File: config.mk
export PLATFORM = sky130hd
export DESIGN_NAME = gate_net_sequencer
export DESIGN_NICKNAME = d
export VERILOG_FILES = /design/src/rtl/gate_net_sequencer.sv
export SDC_FILE = /design/constraint.sdc
export NUM_CORES = 1
export LEC_CHECK = 0
export BUFFER_PORTS_ARGS = -buffer_cell sky130_fd_sc_hd__buf_2
export CORE_MARGIN = 3
export CORE_UTILIZATION = 30
export DETAILED_ROUTE_END_ITERATION = 10
export PLACE_DENSITY = 0.46
export SYNTH_ARGS = -nofsm -noshare
export SYNTH_HDL_FRONTEND = slang
export SYNTH_SLANG_ARGS = --single-unit
File: constraint.sdc
create_clock -name clk -period 1.8 [get_ports clk]
set_input_delay 0.36 -clock clk [delete_from_list [all_inputs] [get_ports clk]]
set_output_delay 0.36 -clock clk [all_outputs]
set_load 0.02 [all_outputs]
File: src/rtl/gate_net_sequencer.sv
`default_nettype none
// ============================================================================
// Module   : gate_net_sequencer
// Brief    : Clocked stimulus/response wrapper around a two-input, one-output
//            gate-delay network. Steps {in1,in2} through 00,01,10,11, waits a
//            programmable settle window per vector, samples the synchronized
//            network output and scores it against an expected truth table.
//            Optional late-window glitch counter: GATE_NET_GLITCH_CHK_EN.
// Revision : 1.0 - initial release
// ============================================================================
module gate_net_sequencer #(
   parameter int         SETTLE_CYCLES = 4,
   parameter logic [3:0] EXP_VEC       = 4'b1111,
   parameter int         CNT_W         = 4
) (
   input  logic       clk,
   input  logic       rst_n,
   input  logic       start,
   input  logic       out1_i,
   output logic       in1,
   output logic       in2,
   output logic       busy,
   output logic       done,
   output logic [3:0] resp,
   output logic [2:0] err_cnt,
   output logic [3:0] glitch_cnt
);

   // Settle counter reload: the window spans cnt = SETTLE_CYCLES-1 down to 0
   localparam logic [CNT_W-1:0] c_cnt_load = CNT_W'(SETTLE_CYCLES - 1);

   // Elaboration-time legality checks on the configuration
   generate
      if (SETTLE_CYCLES < 4) begin : g_settle_chk
         $error("gate_net_sequencer: SETTLE_CYCLES must be at least 4");
      end
      if ((1 << CNT_W) <= SETTLE_CYCLES) begin : g_cnt_w_chk
         $error("gate_net_sequencer: CNT_W too narrow for SETTLE_CYCLES");
      end
   endgenerate

   typedef enum logic [1:0] {
      ST_IDLE   = 2'd0,
      ST_SETTLE = 2'd1,
      ST_SAMPLE = 2'd2,
      ST_DONE   = 2'd3
   } state_t;

   state_t           r_state;
   logic [1:0]       r_idx;
   logic [CNT_W-1:0] r_cnt;
   logic             r_in1;
   logic             r_in2;
   logic             r_busy;
   logic             r_done;
   logic [3:0]       r_resp;
   logic [2:0]       r_err;
   logic             r_sync1;
   logic             r_sync2;

   logic             w_out1_s;
   logic             w_launch;
   logic [1:0]       w_idx_nxt;

   // A sweep may start from IDLE, or directly from DONE when start is still
   // held, which gives back-to-back sweeps without an idle gap cycle.
   assign w_launch  = start && ((r_state == ST_IDLE) || (r_state == ST_DONE));
   assign w_idx_nxt = r_idx + 2'd1;
   assign w_out1_s  = r_sync2;

   // Two-flop synchronizer for the network output, which is asynchronous to clk
   always_ff @(posedge clk or negedge rst_n) begin
      if (!rst_n) begin
         r_sync1 <= 1'b0;
         r_sync2 <= 1'b0;
      end else begin
         r_sync1 <= out1_i;
         r_sync2 <= r_sync1;
      end
   end

   // Sweep sequencer: launch, settle, sample and score each vector, then report
   always_ff @(posedge clk or negedge rst_n) begin
      if (!rst_n) begin
         r_state <= ST_IDLE;
         r_idx   <= 2'd0;
         r_cnt   <= '0;
         r_in1   <= 1'b0;
         r_in2   <= 1'b0;
         r_busy  <= 1'b0;
         r_done  <= 1'b0;
         r_resp  <= 4'd0;
         r_err   <= 3'd0;
      end else begin
         // done is a one-cycle pulse; only the SAMPLE->DONE edge raises it
         r_done <= 1'b0;
         unique case (r_state)
            ST_IDLE, ST_DONE: begin
               if (w_launch) begin
                  r_idx   <= 2'd0;
                  r_in1   <= 1'b0;
                  r_in2   <= 1'b0;
                  r_resp  <= 4'd0;
                  r_err   <= 3'd0;
                  r_cnt   <= c_cnt_load;
                  r_busy  <= 1'b1;
                  r_state <= ST_SETTLE;
               end else begin
                  r_busy  <= 1'b0;
                  r_state <= ST_IDLE;
               end
            end
            ST_SETTLE: begin
               if (r_cnt == '0) begin
                  r_state <= ST_SAMPLE;
               end else begin
                  r_cnt <= r_cnt - 1'b1;
               end
            end
            ST_SAMPLE: begin
               r_resp[r_idx] <= w_out1_s;
               // At most one increment per vector, so four vectors cap it at 4
               if (w_out1_s != EXP_VEC[r_idx]) begin
                  r_err <= r_err + 3'd1;
               end
               if (r_idx == 2'd3) begin
                  r_done  <= 1'b1;
                  r_state <= ST_DONE;
               end else begin
                  r_idx   <= w_idx_nxt;
                  r_in1   <= w_idx_nxt[1];
                  r_in2   <= w_idx_nxt[0];
                  r_cnt   <= c_cnt_load;
                  r_state <= ST_SETTLE;
               end
            end
            default: begin
               r_state <= ST_IDLE;
            end
         endcase
      end
   end

`ifdef GATE_NET_GLITCH_CHK_EN
   // Late half of the settle window: the output should already be stable here
   localparam logic [CNT_W-1:0] c_late_lim = CNT_W'(SETTLE_CYCLES / 2);

   logic       r_out1_prev;
   logic [3:0] r_glitch;

   // Count output transitions seen late in the settle window, saturating at 15
   always_ff @(posedge clk or negedge rst_n) begin
      if (!rst_n) begin
         r_out1_prev <= 1'b0;
         r_glitch    <= 4'd0;
      end else begin
         r_out1_prev <= w_out1_s;
         if (w_launch) begin
            r_glitch <= 4'd0;
         end else if ((r_state == ST_SETTLE) && (r_cnt < c_late_lim) &&
                      (w_out1_s != r_out1_prev) && (r_glitch != 4'hF)) begin
            r_glitch <= r_glitch + 4'd1;
         end
      end
   end

   assign glitch_cnt = r_glitch;
`else
   assign glitch_cnt = 4'd0;
`endif

   assign in1     = r_in1;
   assign in2     = r_in2;
   assign busy    = r_busy;
   assign done    = r_done;
   assign resp    = r_resp;
   assign err_cnt = r_err;

endmodule
`default_nettype wire

==> impl_results.md, run 1 <==
- Status: completed
- DRC: 0
- Area contributors post-synth: dfrtp_1 40%, ha_1 9.4%, o211ai_1 4.4%
- Initial Util: 31.9%
- Cell Chain, Critical Path: inv_1, ha_1, nor2b_1, buf_4, o311ai_0, nor2_1
- CTS sink cnt: 19
- Syn. warnings: 0
- Minimum clock period: 1.68 ns
- Filler Cells Inserted: 403
- Post-synth cell types: 37
- Setup_tns: 0 ns
- Die area: 0.00480 mm^2
- Crit-path max FO: 7
- Yosys top cell area share: 39.5%
- Max Fclk: 596 MHz
- CTS tree: yes
- RSZ-0062 raised after global routing: false
- Crit-path max cell delay: 0.37 ns
- Worst EP required: ~1.9 ns
- Post-Synthesis Cell Area: 0.00120 mm^2
- CP top delay family: flip-flops
- Seq/Total Area, Yosys: 39.5%
- Worst Path Buf+Inv: 2
- Pins over their slew limit: 0
- Vias in the first global route: about 980
- Top cell type by total area after synthesis: dfrtp_1
- Root buffer cell: clkbuf_8
- Register area: 475 um^2
- Pleak: 0.662 nW
- Gr usage total: about 12%
- ANT nets after route: 0
- First-pass DRT Iterations: 4
- H-Tree Depth: 1
- Die X: ~70 um
- Crit path DAT: 1.82 ns
- Nets@finish: around 160
- Post-CTS Repair Setup Buffers: 0
- #FFs+latches synth: 19
- Antenna diode count: 0
- DP Wirelength: 1980 um
- Gate Count Post-Synth: 129
- IO Port Bufs: 14
- Wire length of the first global-routing pass: about 4600 um
- Layout cells sized above 1: 20.9%
- CP endpoint kind: flip-flop
- Rows: 22
- Worst-skew pair later-pin latency: approximately 0.26 ns
- Routability congestion estimate: 0.833
- WL/cell: 13.7 um
- Total of max-cap violations: 0
- Hold Crit Class: in2async
- Startpoint Class: flip-flop
- Total routed wirelength: 2680 um
- Post-layout util: 36.9%
- Final Hold Viols: 0
- IR drop worst, VDD: 0.390 mV
- CTS Buffer Depth: 2
- Total power per unit cell area: approximately 900 mW/mm^2
- Synth Flop Type: dfrtp_1
- Post-CTS sizing: 0
- Core area: 0.00377 mm^2
- Avg Synthesized Cell Area: 9.32 um^2
- Iter 0 DRT Violations: 53
- Via Count: 1003
- Initial antenna violation count: 0
- Skew final: between 0.004 and 0.005 ns
- Slowest CP cell: dfrtp_1
- Clk pin slew, worst setup/hold paths: approximately 0.080 ns
- Ports: 19
- WS Path Type: reg2reg
- # setup viols final: 0
- Post-route clock period utilization: around 93%
- Syn-to-layout area delta: 15.7%
- Largest net degree at the start of global routing: 20
- # hold bufs at CTS: 0
- Die Ht: between 60 and 70 um
- Multi-input gate area: 631 um^2
- Grt ovf: 0
- Via density: 5.12
- FFs w/ async S/R, synth: 100%
- Cts bufs inserted: 3
- EDFF count, synth: 0
cell usage after synthesis, drive strengths merged (2+ instances only):
| master | number |
|---|---|
| nor2 | 2 |
| a311oi | 2 |
| buf | 10 |
| dfrtp | 19 |
| ha | 9 |
| a22oi | 3 |
| nand4 | 5 |
| a21oi | 7 |
| o211ai | 7 |
| o21ai | 9 |
| nand2b | 2 |
| nand3 | 3 |
| inv | 11 |
| nor2b | 8 |
| mux2i | 2 |
| nor3 | 2 |
| nand2 | 5 |
| and3 | 4 |
| a32oi | 2 |
| nor3b | 4 |
flip-flops by register name, summed over array words and instances, names as in the netlist:
register and cells:
r_sync1 1, resp 4, busy 1, r_idx 2, r_state 2, err_cnt 3, r_sync2 1, r_cnt 4
done 1
final timing paths:
path / from / end / slack [ns] / depth (start not counted)
max: r_state[0]$_DFFE_PN0P_ / r_idx[0]$_DFFE_PN0P_ / 0.12 / 6
min: rst_n / r_sync2$_DFF_PN0_ / 0.03 / 1
max reg2reg: r_state[0]$_DFFE_PN0P_ / r_idx[0]$_DFFE_PN0P_ / 0.12 / 6
min reg2reg: r_sync1$_DFF_PN0_ / r_sync2$_DFF_PN0_ / 0.35 / 0
max in group asynchronous: rst_n / busy$_DFFE_PN0N_ / 1.46 / 1
min in group clk: out1_i / r_sync1$_DFF_PN0_ / 0.20 / 1
cells in the final DEF, fill, tap and decap left out, types with 5 or more instances in the layout:
cell,count
inv_1,10
o21ai_0,8
buf_2,14
o211ai_1,7
nor2b_1,8
ha_1,9
nand4_1,5
buf_4,9
dfrtp_1,19
a21oi_1,7
per-stage QoR:
step / std cells / hold slack, ns / cell area, um^2 / worst slack [ns] / total power (W)
after floorplan: 132 / 0.0644 / 1210 / 0.161 / 0.000824
after global placement: 192 / 0.337 / 1350 / 0.204 / 0.000941
after detailed placement: 192 / 0.341 / 1350 / 0.162 / 0.000949
after CTS: 196 / 0.0447 / 1390 / 0.155 / 0.00127
after global routing: 196 / 0.0578 / 1390 / 0.0697 / 0.00135
final: 196 / 0.0280 / 1390 / 0.122 / 0.00125
where the power goes:
| part | total (W) | leakage (nW) | switching (W) | internal (W) |
|---|---|---|---|---|
| logic | 0.000418 | 0.387 | 0.000244 | 0.000174 |
| registers | 0.000517 | 0.249 | 0.0000400 | 0.000477 |
| clock network | 0.000311 | 0.0255 | 0.000157 | 0.000154 |
metal layers:
layer | global-route usage [%] | vias to the layer above | wire length (um) | share of wire, %
li1 | - | 498 | - | -
met1 | 15.0 | 482 | 1280 | 48
met2 | 19.8 | 18 | 1260 | 47
met3 | 3.62 | 5 | 96 | 3.6
met4 | 4.56 | 0 | 41 | 1.5
met5 | 0 | - | 0 | 0
layout make-up:
cell class | instances | share of cell area, %
clock buffer | 3 | 2.97
clock inverter | 1 | 0.360
inverter | 11 | 2.97
multi-input combinational | 91 | 45.3
sequential | 19 | 34.2
tap | 48 | 4.32
timing repair buffer | 23 | 9.89
cell families (layout without fill, tap and decap cells):
family | after synthesis | count (layout) | share of synthesized area, %
AOI/OAI and AO/OA | 34 | 34 | 18.5
adders and majority gates | 9 | 9 | 9.37
buffers and inverters | 22 | 38 | 8.95
DFF | 19 | 19 | 39.5
muxes | 3 | 3 | 2.60
other | 1 | 4 | 0.312
and+or+nand+nor | 41 | 41 | 20.7
(Power assumes the default switching activity.)
==> inputs of run 2 (changes only) <==
--- a/config.mk
+++ b/config.mk
@@ -7,9 +7,10 @@
 export LEC_CHECK = 0
 export BUFFER_PORTS_ARGS = -buffer_cell sky130_fd_sc_hd__buf_2
 export CORE_MARGIN = 3
-export CORE_UTILIZATION = 30
+export CORE_UTILIZATION = 39
 export DETAILED_ROUTE_END_ITERATION = 10
-export PLACE_DENSITY = 0.46
+export GPL_TIMING_DRIVEN = 0
+export PLACE_DENSITY = 0.57
 export SYNTH_ARGS = -nofsm -noshare
 export SYNTH_HDL_FRONTEND = slang
 export SYNTH_SLANG_ARGS = --single-unit
==> run 2 against run 1 <==
Effect of this change:
- clock skew shrank 0.0042 ns
- first-iteration DRC count shrank 25%
- critical endpoint unchanged
- core utilization grew 12 points
- sequential share of layout area grew 0.12 points
- global-route usage grew 3.4 points
==> impl_results.md, run 2 (synthesis results as in run 1) <==
- Nets@finish: 167 (was 162)
- Initial antenna violation count: 0 (unchanged)
- CP Capture Point: r_idx[0]$_DFFE_PN0P_ (unchanged)
- CTS tree: yes (unchanged)
- Skew final: 0.000703 ns (was 0.00487 ns)
- Vias in the first global route: 960 (was 982)
- CP endpoint kind: flip-flop (unchanged)
- Largest net degree at the start of global routing: 20 (unchanged)
- IO Port Bufs: 14 (unchanged)
- Fin Hold WS: 0.153 ns (was 0.0280 ns)
- Hold Crit Class: in2reg (was in2async)
- Post-route clock period utilization: 94.3% (was 93.2%)
- Via Count: 1018 (was 1003)
- Filler Cells Inserted: 271 (was 403)
- Iter 0 DRT Violations: 40 (was 53)
- CTS sink cnt: 19 (unchanged)
- WL/cell: 14.4 um (was 13.7 um)
- Worst EP required: 1.99 ns (was 1.94 ns)
- Die X: 61.5 um (was 69.3 um)
- Clk pin slew, worst setup/hold paths: 0.11 ns (was 0.08 ns)
- Grt ovf: 0 (unchanged)
- Die Ht: 61.5 um (was 69.3 um)
- Syn-to-layout area delta: 15.3% (was 15.7%)
- Total power draw: 0.00118 W (was 0.00125 W)
- Crit-path max cell delay: 0.41 ns (was 0.37 ns)
- Rows: 19 (was 22)
- ANT nets after route: 0 (unchanged)
- Final Instance Area: 0.00139 mm^2 (about the same)
- Cell Chain, Critical Path: inv_1, ha_2, nor2b_1, buf_4, o311ai_0, nor2_1 (was inv_1, ha_1, nor2b_1, buf_4, o311ai_0, nor2_1)
- Total routed wirelength: 2650 um (was 2680 um)
- H-Tree Depth: 1 (unchanged)
- Area after DPL: 0.00132 mm^2 (was 0.00135 mm^2)
- RSZ-0062 raised after global routing: false (unchanged)
- Startpoint Class: flip-flop (unchanged)
- Final Hold Viols: 0 (unchanged)
- Most frequent cells in the layout: 19 x buf_2, 19 x dfrtp_1, 10 x inv_1 (was 19 x dfrtp_1, 14 x buf_2, 10 x inv_1)
- Die area: 0.00379 mm^2 (was 0.00480 mm^2)
- R2r endpoint: r_idx[0]$_DFFE_PN0P_ (unchanged)
- Layout cells sized above 1: 24.8% (was 20.9%)
- Slowest CP cell: dfrtp_1 (unchanged)
- Root buffer cell: clkbuf_4 (was clkbuf_8)
- Antenna diode count: 0 (unchanged)
- Core area: 0.00285 mm^2 (was 0.00377 mm^2)
- Worst-skew pair later-pin latency: 0.30 ns (was 0.26 ns)
- Multi-input gate area: 641 um^2 (was 631 um^2)
- Max Fclk: 589 MHz (was 596 MHz)
- Ports: 19 (unchanged)
- Pins over their slew limit: 0 (unchanged)
- Placement Setup Slack: 0.0517 ns (was 0.162 ns)
- Routability congestion estimate: 0.735 (was 0.833)
- CTS Buffer Depth: 2 (unchanged)
- DRC: 0 (unchanged)
- First-pass DRT Iterations: 4 (unchanged)
- Total of max-cap violations: 0 (unchanged)
- DP Wirelength: 1920 um (was 1980 um)
- Setup ws final: 0.103 ns (was 0.122 ns)
- Gr usage total: 15.5% (was 12.1%)
- Via density: 5.53 (was 5.12)
- Register area: 475 um^2 (unchanged)
- Setup_tns: 0 ns (unchanged)
- Reg-to-reg setup timing slack: 0.10 ns (was 0.12 ns)
- FF-to-FF path depth: 6 (unchanged)
- Wire length of the first global-routing pass: 4340 um (was 4640 um)
- Total power per unit cell area: 854 mW/mm^2 (was 896 mW/mm^2)
- Initial Util: 42.1% (was 31.9%)
- Status: completed (unchanged)
- # setup viols final: 0 (unchanged)
- IR drop worst, VDD: 0.466 mV (was 0.390 mV)
- Crit-path max FO: 7 (unchanged)
- Crit path DAT: 1.88 ns (was 1.82 ns)
- WS Path Type: reg2reg (unchanged)
- CP Launch Point: r_state[0]$_DFFE_PN0P_ (unchanged)
- Critical R2R Launch: r_state[0]$_DFFE_PN0P_ (unchanged)
- Pleak: 0.675 nW (was 0.662 nW)
- Minimum clock period: 1.70 ns (was 1.68 ns)
- Cts bufs inserted: 3 (unchanged)
[run 2: worst max-delay path, delay by kind of cell, from the launching register on]
| family | cells | cell delay [ns] |
|---|---|---|
| DFF | 1 | 0.41 |
| AOI/OAI and AO/OA | 1 | 0.40 |
| adders and majority gates | 1 | 0.30 |
| and+or+nand+nor | 2 | 0.24 |
| buffers and inverters | 2 | 0.22 |
[run 2: final cells by class]
type	instances	share of cell area (%)
clock buffer	3	1.62
timing repair buffer	17	6.86
sequential	19	34.3
tap	31	2.80
buffer	11	4.87
multi-input combinational	91	46.2
inverter	11	2.98
clock inverter	1	0.361
[run 2: through the flow]
step           cells  util (%)
6_report         184      48.6
5_1_grt          184      48.6
4_1_cts          182      47.7
3_5_place_dp     177      46.4
3_3_place_gp     177      46.4
2_1_floorplan    132         -
[run 2: what timing repair did]
item	in CTS	in global routing
hold endpoints to repair	19	0
resized for setup	0	5
setup buffers	0	2
hold buffers	1	0
setup endpoints to repair	0	6
[run 2: per-layer routing]
layer | vias up | share of wire [%] | GRT usage, %
li1 | 504 | - | -
met1 | 490 | 49 | 20.5
met2 | 22 | 46 | 24.2
met3 | 2 | 4.0 | 4.61
met4 | 0 | 0.64 | 5.15
met5 | - | 0 | 0
[run 2: worst min path at each step]
stage                start              endpoint  slack (ns)  depth (start not counted)
floorplan            rst_n      busy$_DFFE_PN0N_        0.06                          0
global placement     rst_n  r_cnt[2]$_DFFE_PN0P_        0.32                          1
detailed placement   rst_n  r_cnt[2]$_DFFE_PN0P_        0.33                          1
CTS                 out1_i     r_sync1$_DFF_PN0_        0.14                          1
global route        out1_i     r_sync1$_DFF_PN0_        0.13                          1
finish              out1_i     r_sync1$_DFF_PN0_        0.15                          1
[run 2: where the power goes]
part	internal (W)	total, W	switching [W]
Sequential	0.000477	0.000517	0.0000404
Combinational	0.000181	0.000444	0.000263
Clock	0.0000829	0.000222	0.000139
Total	0.000741	0.00118	0.000442
==> inputs of run 3 (changes only) <==
--- a/config.mk
+++ b/config.mk
@@ -8,9 +8,11 @@
 export BUFFER_PORTS_ARGS = -buffer_cell sky130_fd_sc_hd__buf_2
 export CORE_MARGIN = 3
 export CORE_UTILIZATION = 39
+export CTS_BUF_LIST = sky130_fd_sc_hd__clkbuf_8
 export DETAILED_ROUTE_END_ITERATION = 10
 export GPL_TIMING_DRIVEN = 0
 export PLACE_DENSITY = 0.57
+export SLEW_MARGIN = 25
 export SYNTH_ARGS = -nofsm -noshare
 export SYNTH_HDL_FRONTEND = slang
 export SYNTH_SLANG_ARGS = --single-unit
==> run 3 against run 2 <==
Effect of this change:
- fmax decreased by 0.52%
- largest cell class unchanged
- combinational power about the same
- register-to-register slack about the same
- die area unchanged
==> impl_results.md, run 3 (synthesis results as in run 1) <==
- Status: completed (unchanged)
- Startpoint Class: flip-flop (unchanged)
- Reg-to-reg setup timing slack: 0.09 ns (was 0.10 ns)
- CP Launch Point: r_idx[0]$_DFFE_PN0P_ (was r_state[0]$_DFFE_PN0P_)
- Total routed wirelength: 2660 um (was 2650 um)
- CTS sink cnt: 19 (unchanged)
- Core area: 0.00285 mm^2 (unchanged)
- Via density: 5.56 (was 5.53)
- Cts bufs inserted: 3 (unchanged)
- CP endpoint kind: flip-flop (unchanged)
- Slowest CP cell: or4_1 (was dfrtp_1)
- CTS Buffer Depth: 2 (unchanged)
- Cell Chain, Critical Path: ha_1, nand2_2, inv_2, or4_1, o21ai_1 (was inv_1, ha_2, nor2b_1, buf_4, o311ai_0, nor2_1)
- Iter 0 DRT Violations: 38 (was 40)
- Nets@finish: 166 (was 167)
- Syn-to-layout area delta: 15.8% (was 15.3%)
- Antenna diode count: 0 (unchanged)
- Gr usage total: 15.3% (was 15.5%)
- Minimum clock period: 1.71 ns (was 1.70 ns)
- Clk pin slew, worst setup/hold paths: 0.07 ns (was 0.11 ns)
- Uppermost layer routed: met4 (unchanged)
- Crit path DAT: 1.89 ns (was 1.88 ns)
- Total power draw: 0.00126 W (was 0.00118 W)
- Max Fclk: 586 MHz (was 589 MHz)
- CP Capture Point: r_cnt[2]$_DFFE_PN0P_ (was r_idx[0]$_DFFE_PN0P_)
- Crit-path max FO: 7 (unchanged)
- Layout cells sized above 1: 24.3% (was 24.8%)
- # setup viols final: 0 (unchanged)
- First-pass DRT Iterations: 4 (unchanged)
- Pins over their slew limit: 0 (unchanged)
- RSZ-0062 raised after global routing: false (unchanged)
- Die area: 0.00379 mm^2 (unchanged)
- WL/cell: 14.5 um (was 14.4 um)
- Largest net degree at the start of global routing: 20 (unchanged)
- IO Port Bufs: 14 (unchanged)
- WL met3: 127 um (was 107 um)
- Critical R2R Launch: r_idx[0]$_DFFE_PN0P_ (was r_state[0]$_DFFE_PN0P_)
- Rows: 19 (unchanged)
- H-Tree Depth: 1 (unchanged)
- Total of max-cap violations: 0 (unchanged)
- Fin Hold WS: 0.0347 ns (was 0.153 ns)
- Die Ht: 61.5 um (unchanged)
- Final Hold Viols: 0 (unchanged)
- IR drop worst, VDD: 0.544 mV (was 0.466 mV)
- Grt ovf: 0 (unchanged)
- Ports: 19 (unchanged)
- CTS tree: yes (unchanged)
- Post-route clock period utilization: 94.8% (was 94.3%)
- Most frequent cells in the layout: 19 x buf_2, 19 x dfrtp_1, 10 x inv_1 (unchanged)
- DRC: 0 (unchanged)
- Worst-skew pair later-pin latency: 0.26 ns (was 0.30 ns)
- Wire length of the first global-routing pass: 4240 um (was 4340 um)
- Worst EP required: 1.99 ns (about the same)
- Routability congestion estimate: 0.735 (unchanged)
- Die X: 61.5 um (unchanged)
- Setup_tns: 0 ns (unchanged)
- Hold Crit Class: in2async (was in2reg)
- Vias in the first global route: 923 (was 960)
- Skew final: 0.00450 ns (was 0.000703 ns)
- WL met2: 1210 um (was 1230 um)
- FF-to-FF path depth: 5 (was 6)
- Crit-path max cell delay: 0.52 ns (was 0.41 ns)
- Initial Util: 42.1% (unchanged)
- R2r endpoint: r_cnt[2]$_DFFE_PN0P_ (was r_idx[0]$_DFFE_PN0P_)
- Root buffer cell: clkbuf_8 (was clkbuf_4)
- Via Count: 1017 (was 1018)
- Filler Cells Inserted: 273 (was 271)
- Initial antenna violation count: 0 (unchanged)
- ANT nets after route: 0 (unchanged)
- DP Wirelength: 1920 um (unchanged)
- Pleak: 0.682 nW (was 0.675 nW)
- Met1 wire length: 1300 um (about the same)
- Total power per unit cell area: 902 mW/mm^2 (was 854 mW/mm^2)
- WS Path Type: reg2reg (unchanged)
-- run 3: changes by cell type in the layout (fill, tap and decap cells not counted), sizes merged --
cell / delta
dlygate4sd3: -1
-- run 3: area by class of cell --
| cell class | count | area (um^2) | area share (%) |
|---|---|---|---|
| plain buffers | 11 | 67.6 | 4.85 |
| clock buffers | 3 | 41.3 | 2.96 |
| flip-flops and latches | 19 | 475 | 34.1 |
| clock inverters | 1 | 5.00 | 0.359 |
| well taps | 31 | 38.8 | 2.79 |
| inverters | 11 | 41.3 | 2.96 |
| repair buffers | 16 | 85.1 | 6.11 |
| multi-input cells | 91 | 638 | 45.8 |
-- run 3: report_power, final --
group / switching [W] / internal (W)
Sequential: 0.0000400 / 0.000477
Combinational: 0.000263 / 0.000180
Clock: 0.000142 / 0.000154
Total: 0.000445 / 0.000811
-- run 3: per-stage QoR --
step	util, %	cell area, um^2	setup WS, ns	cells
final	48.8	1390	0.0936	183
after global routing	48.8	1390	0.000335	183
after CTS	48.0	1370	0.0208	181
after detailed placement	46.4	1320	0.0517	177
after global placement	46.4	1320	0.0822	177
after floorplan	-	1210	0.161	132
-- run 3: how the worst min path moves through the flow --
stage	startpoint	endpoint	slack (ns)	cells after the start
2_1_floorplan	rst_n	busy$_DFFE_PN0N_	0.06	0
3_3_place_gp	rst_n	r_cnt[2]$_DFFE_PN0P_	0.32	1
3_5_place_dp	rst_n	r_cnt[2]$_DFFE_PN0P_	0.33	1
4_1_cts	rst_n	r_cnt[0]$_DFFE_PN0P_	0.04	1
5_1_grt	rst_n	r_idx[0]$_DFFE_PN0P_	0.06	1
6_report	rst_n	r_cnt[2]$_DFFE_PN0P_	0.03	1
-- run 3: critical path: cells and delay by family (launching register included) --
kind                     cells  cell delay, ns
adder cells (fa/ha/maj)      1            0.30
AND/OR/NAND/NOR              2            0.67
flip-flops                   1            0.46
buffers and inverters        1            0.09
AO/OA/AOI/OAI                1            0.12
-- run 3: layer usage --
metal / up-vias / track usage, %
met3: 4 / 3.77
met5: - / 0
li1: 503 / -
met4: 0 / 5.45
met1: 484 / 20.4
met2: 26 / 24.1
-- run 3: what timing repair did --
action                     CTS  global route
hold buffers                 0             0
resized for setup            0             4
setup endpoints to repair    0             5
setup buffers                0             2
